**src/rtl/function_sweep_controller_pkg.sv**
```systemverilog
// Shared definitions for the truth-table sweep engine: state encoding,
// counter widths and reference truth tables of the lab functions.
package function_sweep_controller_pkg;

  typedef enum logic [1:0] {
    ST_IDLE   = 2'd0,
    ST_SETTLE = 2'd1,
    ST_SAMPLE = 2'd2,
    ST_DONE   = 2'd3
  } state_e;

  localparam int CNT_W = 4;
  localparam int IDX_W = 3;

  // Bit i of each table is f({a,b,c} = i).
  localparam logic [7:0] EXP_NOT_A_OR_B_NOT_C = 8'h4F;
  localparam logic [7:0] EXP_MAJORITY         = 8'hE8;
  localparam logic [7:0] EXP_XOR3             = 8'h96;

  function automatic logic [CNT_W-1:0] settle_load(input int settle_cycles);
    return CNT_W'(settle_cycles - 1);
  endfunction

endpackage

```
**src/rtl/function_sweep_controller_settle_timer.sv**
```systemverilog
// Loadable down-counter; expired_o is high while the count sits at zero.
module function_sweep_controller_settle_timer
  import function_sweep_controller_pkg::*;
#(
  parameter int W = CNT_W
) (
  input  logic         clk,
  input  logic         reset,
  input  logic         load_i,
  input  logic [W-1:0] load_val_i,
  input  logic         en_i,
  output logic         expired_o
);

  logic [W-1:0] cnt_q;
  logic [W-1:0] cnt_d;

  always_comb begin
    cnt_d = cnt_q;
    if (load_i) begin
      cnt_d = load_val_i;
    end else if (en_i && (cnt_q != '0)) begin
      cnt_d = cnt_q - 1'b1;
    end
  end

  always_ff @(posedge clk or posedge reset) begin
    if (reset) begin
      cnt_q <= '0;
    end else begin
      cnt_q <= cnt_d;
    end
  end

  assign expired_o = (cnt_q == '0);

endmodule

```
**src/rtl/function_sweep_controller.sv**
```systemverilog
// Steps {a,b,c} through all eight codes, samples f_in after a settle delay,
// and compares the assembled truth table against EXPECTED.
module function_sweep_controller
  import function_sweep_controller_pkg::*;
#(
  parameter int         SETTLE_CYCLES = 2,
  parameter logic [7:0] EXPECTED      = EXP_NOT_A_OR_B_NOT_C
) (
  input  logic       clk,
  input  logic       reset,
  input  logic       start,
  output logic       a,
  output logic       b,
  output logic       c,
  input  logic       f_in,
  output logic       busy,
  output logic       done,
  output logic [7:0] table_out,
  output logic       pass
);

  localparam logic [CNT_W-1:0] SETTLE_LOAD = settle_load(SETTLE_CYCLES);

  state_e           state_q;
  logic [IDX_W-1:0] idx_q;
  logic [7:0]       table_q;
  logic             pass_q;

  logic accept;
  logic tmr_load;
  logic tmr_expired;

  // A start still high in DONE chains straight into the next sweep, so
  // back-to-back sweeps cost no idle cycle.
  assign accept   = start && ((state_q == ST_IDLE) || (state_q == ST_DONE));
  assign tmr_load = accept || (state_q == ST_SAMPLE);

  function_sweep_controller_settle_timer #(
    .W(CNT_W)
  ) u_settle_timer (
    .clk        (clk),
    .reset      (reset),
    .load_i     (tmr_load),
    .load_val_i (SETTLE_LOAD),
    .en_i       (state_q == ST_SETTLE),
    .expired_o  (tmr_expired)
  );

  always_ff @(posedge clk or posedge reset) begin
    if (reset) begin
      state_q <= ST_IDLE;
      idx_q   <= '0;
      table_q <= '0;
      pass_q  <= 1'b0;
    end else begin
      case (state_q)
        ST_IDLE, ST_DONE: begin
          if (accept) begin
            state_q <= ST_SETTLE;
            idx_q   <= '0;
            table_q <= '0;
            pass_q  <= 1'b0;
          end else begin
            state_q <= ST_IDLE;
          end
        end
        ST_SETTLE: begin
          if (tmr_expired) begin
            state_q <= ST_SAMPLE;
          end
        end
        ST_SAMPLE: begin
          table_q[idx_q] <= f_in;
          // The last bit is still in flight, so compare with it spliced in.
          if (idx_q == 3'd7) begin
            state_q <= ST_DONE;
            pass_q  <= ({f_in, table_q[6:0]} == EXPECTED);
          end else begin
            idx_q   <= idx_q + 1'b1;
            state_q <= ST_SETTLE;
          end
        end
        default: state_q <= ST_IDLE;
      endcase
    end
  end

  assign {a, b, c}  = idx_q;
  assign busy       = (state_q != ST_IDLE);
  assign done       = (state_q == ST_DONE);
  assign table_out  = table_q;
  assign pass       = pass_q;

endmodule

```
**config.mk**
```make
export PLATFORM = sky130hd
export DESIGN_NAME = function_sweep_controller
export DESIGN_NICKNAME = d
export VERILOG_FILES = /design/src/rtl/function_sweep_controller_pkg.sv /design/src/rtl/function_sweep_controller_settle_timer.sv /design/src/rtl/function_sweep_controller.sv
export SDC_FILE = /design/constraint.sdc
export NUM_CORES = 1
export LEC_CHECK = 0
export CAP_MARGIN = 20
export CORE_MARGIN = 3
export CORE_UTILIZATION = 56
export CTS_CLUSTER_DIAMETER = 60
export DETAILED_ROUTE_END_ITERATION = 12
export PLACE_DENSITY_LB_ADDON = 0.2
export SKIP_LAST_GASP = 1
export SLEW_MARGIN = 20
export SYNTH_ARGS = -nofsm -noshare
export SYNTH_HDL_FRONTEND = slang
export SYNTH_SLANG_ARGS = --single-unit
```
**constraint.sdc**
```tcl
create_clock -name clk -period 3.51 [get_ports clk]
set_input_delay 0.702 -clock clk [delete_from_list [all_inputs] [get_ports clk]]
set_output_delay 0.702 -clock clk [all_outputs]
set_load 0.02 [all_outputs]
```
==> impl_metrics.ini, run 1 <==
[status]
status = finished clean

[clock_tree]
cts_buffers = 3
clock_latency_ns = 0.28
postCtsSetupBuffers = 0
cts.sinks = 18
clk_pin_slew_worst_paths_ns = 0.10
cts_hold_buf = 0
cts_tree = yes
cts_resized = 0
ctsLongestPathBuffers = 2
clock-root-buffer = clkbuf_4
htreeDepth = 1

[power]
ir_drop_mv = 0.5827
sw_frac_of_total_pct = 41.23
power_frac_comb_pct = 48.0
leakagePower_nw = 0.5647
power_switching_mw = 0.3093
p_per_area_nw_per_um2 = 582.6
power.internal_mw = 0.4408
power_frac_seq_pct = 38.8
p_clk_share_pct = 13.2

[synthesis]
yosysWarnings = 0
yosys.area.top_type_share_pct = 41.33
postSynthAreaPerCell_sq_um = 9.476
synthArstFlopShare_pct = 100.0
synth_fp_nets = 127
synth_cell_type_count = 32
yosysTopAreaCell = dfrtp_1
ys_ff_latch = 18
ys.flop_type = dfrtp_1
syn_inst = 115
post_synth_main_area_contributors = dfrtp_1 41%, ha_1 9.2%, inv_1 4.5%, nand2_1 3.8%, a21oi_1 3.7%
synth_area_sq_um = 1090
yosysSeqAreaShare_pct = 41.33
synth-edff-count = 0

[drt]
postRouteAntennaNets = 0
drt_pass1_iterations = 4
num_vias = 893
wl_microns = 2163
viasPerCell = 5.799
dr.first_iter.drc_count = 26
routedWlPerCell_microns = 14.05
drt_drc_violations_left = 0

[die]
rows = 15
die-height_microns = 50.12
initial_core_util_pct = 61.12
dieArea_sq_um = 2512
core-area_sq_um = 1783
io_pins = 18
die_x_microns = 50.12

[sta]
layout_setup_ws_ns = 1.211
rsz0062_at_grt = no
fin_setup_tns_ns = 0
skew_ns = 0.003062
max_slew_margin_pct = 36.35
fmax_mhz = 434.9
hold_viol_final = 0
finalSetupViolCount = 0
worstMarginPinSlew_ns = 0.9282
period_needed_ns = 2.299
fin_crit_sh_pct = 65.51
slew_violations = 0

[setup_path]
critPathCaptureType = output pin
path_cells = inv_1, ha_1, inv_1, clkdlybuf4s50_1
max_stage_delay_ns = 0.59
critPathLaunchType = register
cp_max_fo = 3
crit_type = register to output pin
cp_slowest_cell = clkdlybuf4s50_1
critical_path_arrival_ns = 1.60
crit_required_ns = 2.81
crit_top_cell = inv_1

[cells_and_area]
fin_cells = 154
n_antenna_cell = 0
layout.nets = 143
drive_gt1_share_pct = 6.977
layout_commonest_cell = dfrtp_1
final_cell_mix = 18 x dfrtp_1, 17 x clkdlybuf4s50_1, 13 x inv_1, 11 x nand2_1
area_growth_pct = 18.14
fin_area_sq_um = 1287
final_util_pct = 72.21

[global_routing]
grt_pass1_vias = 843
grt_overflow = 0
grt_antenna_before_repair = 0
grt_pass1_wl_microns = 3912
grt.total_usage_pct = 20.48
grt_max_degree = 25

[placed_design]
place_ws_ns = 1.114
port_buffers = 17
gp_congestion = 0.8431
hpwl_microns = 1555
dp.cells = 151
placed_area_sq_um = 1265

[min_path]
hold_class = register to register

[run]
cap_viol_max_count = 0
## worst paths after layout
check / startpoint / to / slack, ns / cells after the start
worst max-delay path: state_q[0] / busy / 1.21 / 4
worst min-delay path: table_out[5] / pass / 0.50 / 1
worst max register to register: state_q[0] / idx_q[2] / 1.23 / 5
worst min register to register: table_out[5] / pass / 0.50 / 1
max in group asynchronous: reset / table_out[3] / 2.29 / 2
min in group asynchronous: reset / table_out[5] / 0.81 / 2
## sequential cells by signal, summed over array words and instances, names as in the netlist
register / cells
table_out: 8
state_q: 2
pass: 1
idx_q: 3
u_settle_timer.cnt_q: 4
## stage by stage
step	hold WS, ns	power, mW
floorplan	0.5281	0.5569
global placement	0.4864	0.6330
detailed placement	0.4890	0.6494
CTS	0.5047	0.7523
global route	0.5398	0.8032
finish	0.5028	0.7501
## metal layers
metal	track usage, %	vias up	part of all wire [%]
li1	-	441	-
met4	9.677	0	1.8
met3	3.323	4	6.2
met1	28.16	419	45
met5	0	-	0
met2	31.09	29	47
## power by group through the flow
stage                     Combinational [mW]  Clock (mW)  Sequential [mW]
after global routing                   0.396       0.107            0.300
after detailed placement               0.355           0            0.295
after global placement                 0.341           0            0.292
final                                  0.360      0.0987            0.291
after CTS                              0.363      0.0991            0.290
after floorplan                        0.270           0            0.287
## logic make-up (layout without fill, tap and decap cells)
logic type | after synthesis | after routing | share of synthesized area [%]
AND/OR/NAND/NOR | 41 | 41 | 22.96
AO/OA/AOI/OAI | 24 | 24 | 14.47
buffers and inverters | 19 | 33 | 6.888
flip-flops | 18 | 18 | 41.33
adder cells (fa/ha/maj) | 8 | 8 | 9.185
multiplexers | 5 | 5 | 5.166
## layout make-up
| class | instances | area [sq um] |
|---|---|---|
| Tap cell | 25 | 31.28 |
| Timing Repair Buffer | 17 | 170.2 |
| Clock buffer | 3 | 22.52 |
| Inverter | 13 | 48.80 |
| Fill cell | 135 | 495.5 |
| Sequential cell | 18 | 450.4 |
| Multi-Input combinational cell | 78 | 564.3 |
## Yosys cell counts, types with 3 or more instances
library cell,count
nand4b_1,3
mux2i_1,3
nor2_1,4
o22ai_1,5
buf_2,3
nand3_1,3
dfrtp_1,18
inv_1,13
a21oi_1,8
nand2_1,11
clkbuf_1,3
nand4_1,4
nand3b_1,3
ha_1,8
o211ai_1,4
## worst max-delay path: cells and delay by family (launching register included)
kind                     cells  cell delay [ns]
buffers and inverters        3             0.73
flip-flops                   1             0.39
adder cells (fa/ha/maj)      1             0.20
Note: power is estimated with default switching activity, not from simulation.
==> run 2, diff against run 1 <==
- CORE_UTILIZATION: 56 -> 52
- clock period: 3.51 -> 2.2 ns (I/O delays scaled with it)
==> impl_metrics.ini, run 2 (synthesis gave the netlist of run 1 again) <==
[status]
status = finished clean

[setup_path]
max_stage_delay_ns = 0.59
crit_required_ns = 1.76
crit_top_cell = inv_1
r2r-start = u_settle_timer.cnt_q[0]
rr_endpoint = state_q[1]
critical_path_arrival_ns = 1.61
path_cells = inv_1, ha_1, inv_1, clkdlybuf4s50_1
cp_slowest_cell = clkdlybuf4s50_1
cp_max_fo = 3
setup.worst_path.start = state_q[0]
crit_type = register to output pin
r2r_setup_slack_ns = 0.45
critPathLaunchType = register
critPathCaptureType = output pin
r2r_cells = 5
crit_end = busy

[global_routing]
grt_pass1_wl_microns = 4181
grt_antenna_before_repair = 0
grt.total_usage_pct = 20.68
grt_max_degree = 21
grt_overflow = 0
grt_pass1_vias = 926

[drt]
dr.first_iter.drc_count = 13
num_vias = 902
viasPerCell = 5.782
drt_drc_violations_left = 0
wl_microns = 2214
postRouteAntennaNets = 0
drt_pass1_iterations = 4
routedWlPerCell_microns = 14.19

[cells_and_area]
final.fill_count = 145
fin_area_sq_um = 1303
n_antenna_cell = 0
multi_input_area_sq_um = 564.3
largest_reg_flops = 8
drive_gt1_share_pct = 8.397
final_cell_mix = 18 x dfrtp_1, 17 x clkdlybuf4s50_1, 13 x inv_1, 11 x nand2_1
regArea_sq_um = 450.4
layout.nets = 145
area_growth_pct = 19.52
layout_commonest_cell = dfrtp_1

[die]
initial_core_util_pct = 58.65
core-area_sq_um = 1858
dieArea_sq_um = 2681
io_pins = 18
rows = 15
die-height_microns = 51.78
die_x_microns = 51.78

[power]
p_total_mw = 1.212
p_per_area_nw_per_um2 = 930.4
leakagePower_nw = 0.5747
ir_drop_mv = 0.6161

[clock_tree]
cts_buffers = 3
clk_pin_slew_worst_paths_ns = 0.10
cts_hold_buf = 0
cts_tree = yes
cts_resized = 0
clock-root-buffer = clkbuf_4
postCtsSetupBuffers = 0
clock_latency_ns = 0.29
htreeDepth = 1
cts.sinks = 18
ctsLongestPathBuffers = 2

[sta]
slew_violations = 0
finalSetupViolCount = 0
worstMarginPinSlew_ns = 0.6866
skew_ns = 0.004971
fmax_mhz = 488.0
max_slew_margin_pct = 54.17
fin_crit_sh_pct = 93.14
rsz0062_at_grt = no
period_needed_ns = 2.049
hold_viol_final = 0
fin_setup_tns_ns = 0

[run]
cap_viol_max_count = 0

[min_path]
hold_class = register to register

[placed_design]
hpwl_microns = 1608
gp_congestion = 0.7977
port_buffers = 17
placed_area_sq_um = 1280
==> run 2: cell types whose count changed in the layout (fill, tap and decap cells not counted), sizes merged <==
cell / delta
buf: +2
==> run 2: power breakdown <==
part / switching [mW] / leakage, nW / internal, mW
logic: 0.321 / 0.317 / 0.264
registers: 0.0772 / 0.244 / 0.388
clock network: 0.0974 / 0.0138 / 0.0637
total: 0.496 / 0.575 / 0.716
==> run 2: metal layers <==
metal  wire length (microns)  track usage (%)
met2                    1042            32.42
met3                     109            6.304
met5                       0                0
met4                      10            4.367
met1                    1051            28.08
==> run 2: worst min-delay path by stage <==
stage                to  cells after the start         start  slack, ns
2_1_floorplan  idx_q[0]                      1         reset       0.38
4_1_cts            pass                      1  table_out[5]       0.50
5_1_grt            pass                      1  table_out[5]       0.52
3_3_place_gp       pass                      1  table_out[5]       0.48
3_5_place_dp       pass                      1  table_out[5]       0.49
6_report           pass                      1  table_out[5]       0.50
==> run 2: worst max-delay path, delay by kind of cell (launching register included) <==
kind	cells	cell delay [ns]
buf+inv	3	0.73
flops	1	0.39
fa+ha+maj	1	0.20
==> run 2: cell type report <==
type                            count  area share (%)
Inverter                           13           3.746
Multi-Input combinational cell     78           43.32
Clock buffer                        3           1.729
Timing Repair Buffer               19           14.22
Tap cell                           25           2.402
Sequential cell                    18           34.58
==> run 2: per-stage QoR <==
step                      cells  utilization [%]  hold slack [ns]  setup slack [ns]
after floorplan             115                -           0.3786            0.5676
after CTS                   156            70.10           0.5024            0.1306
final                       156            70.10           0.4973            0.1510
after global placement      153            68.89           0.4770            0.4993
after detailed placement    153            68.89           0.4893            0.4592
after global routing        156            70.10           0.5236           0.04922
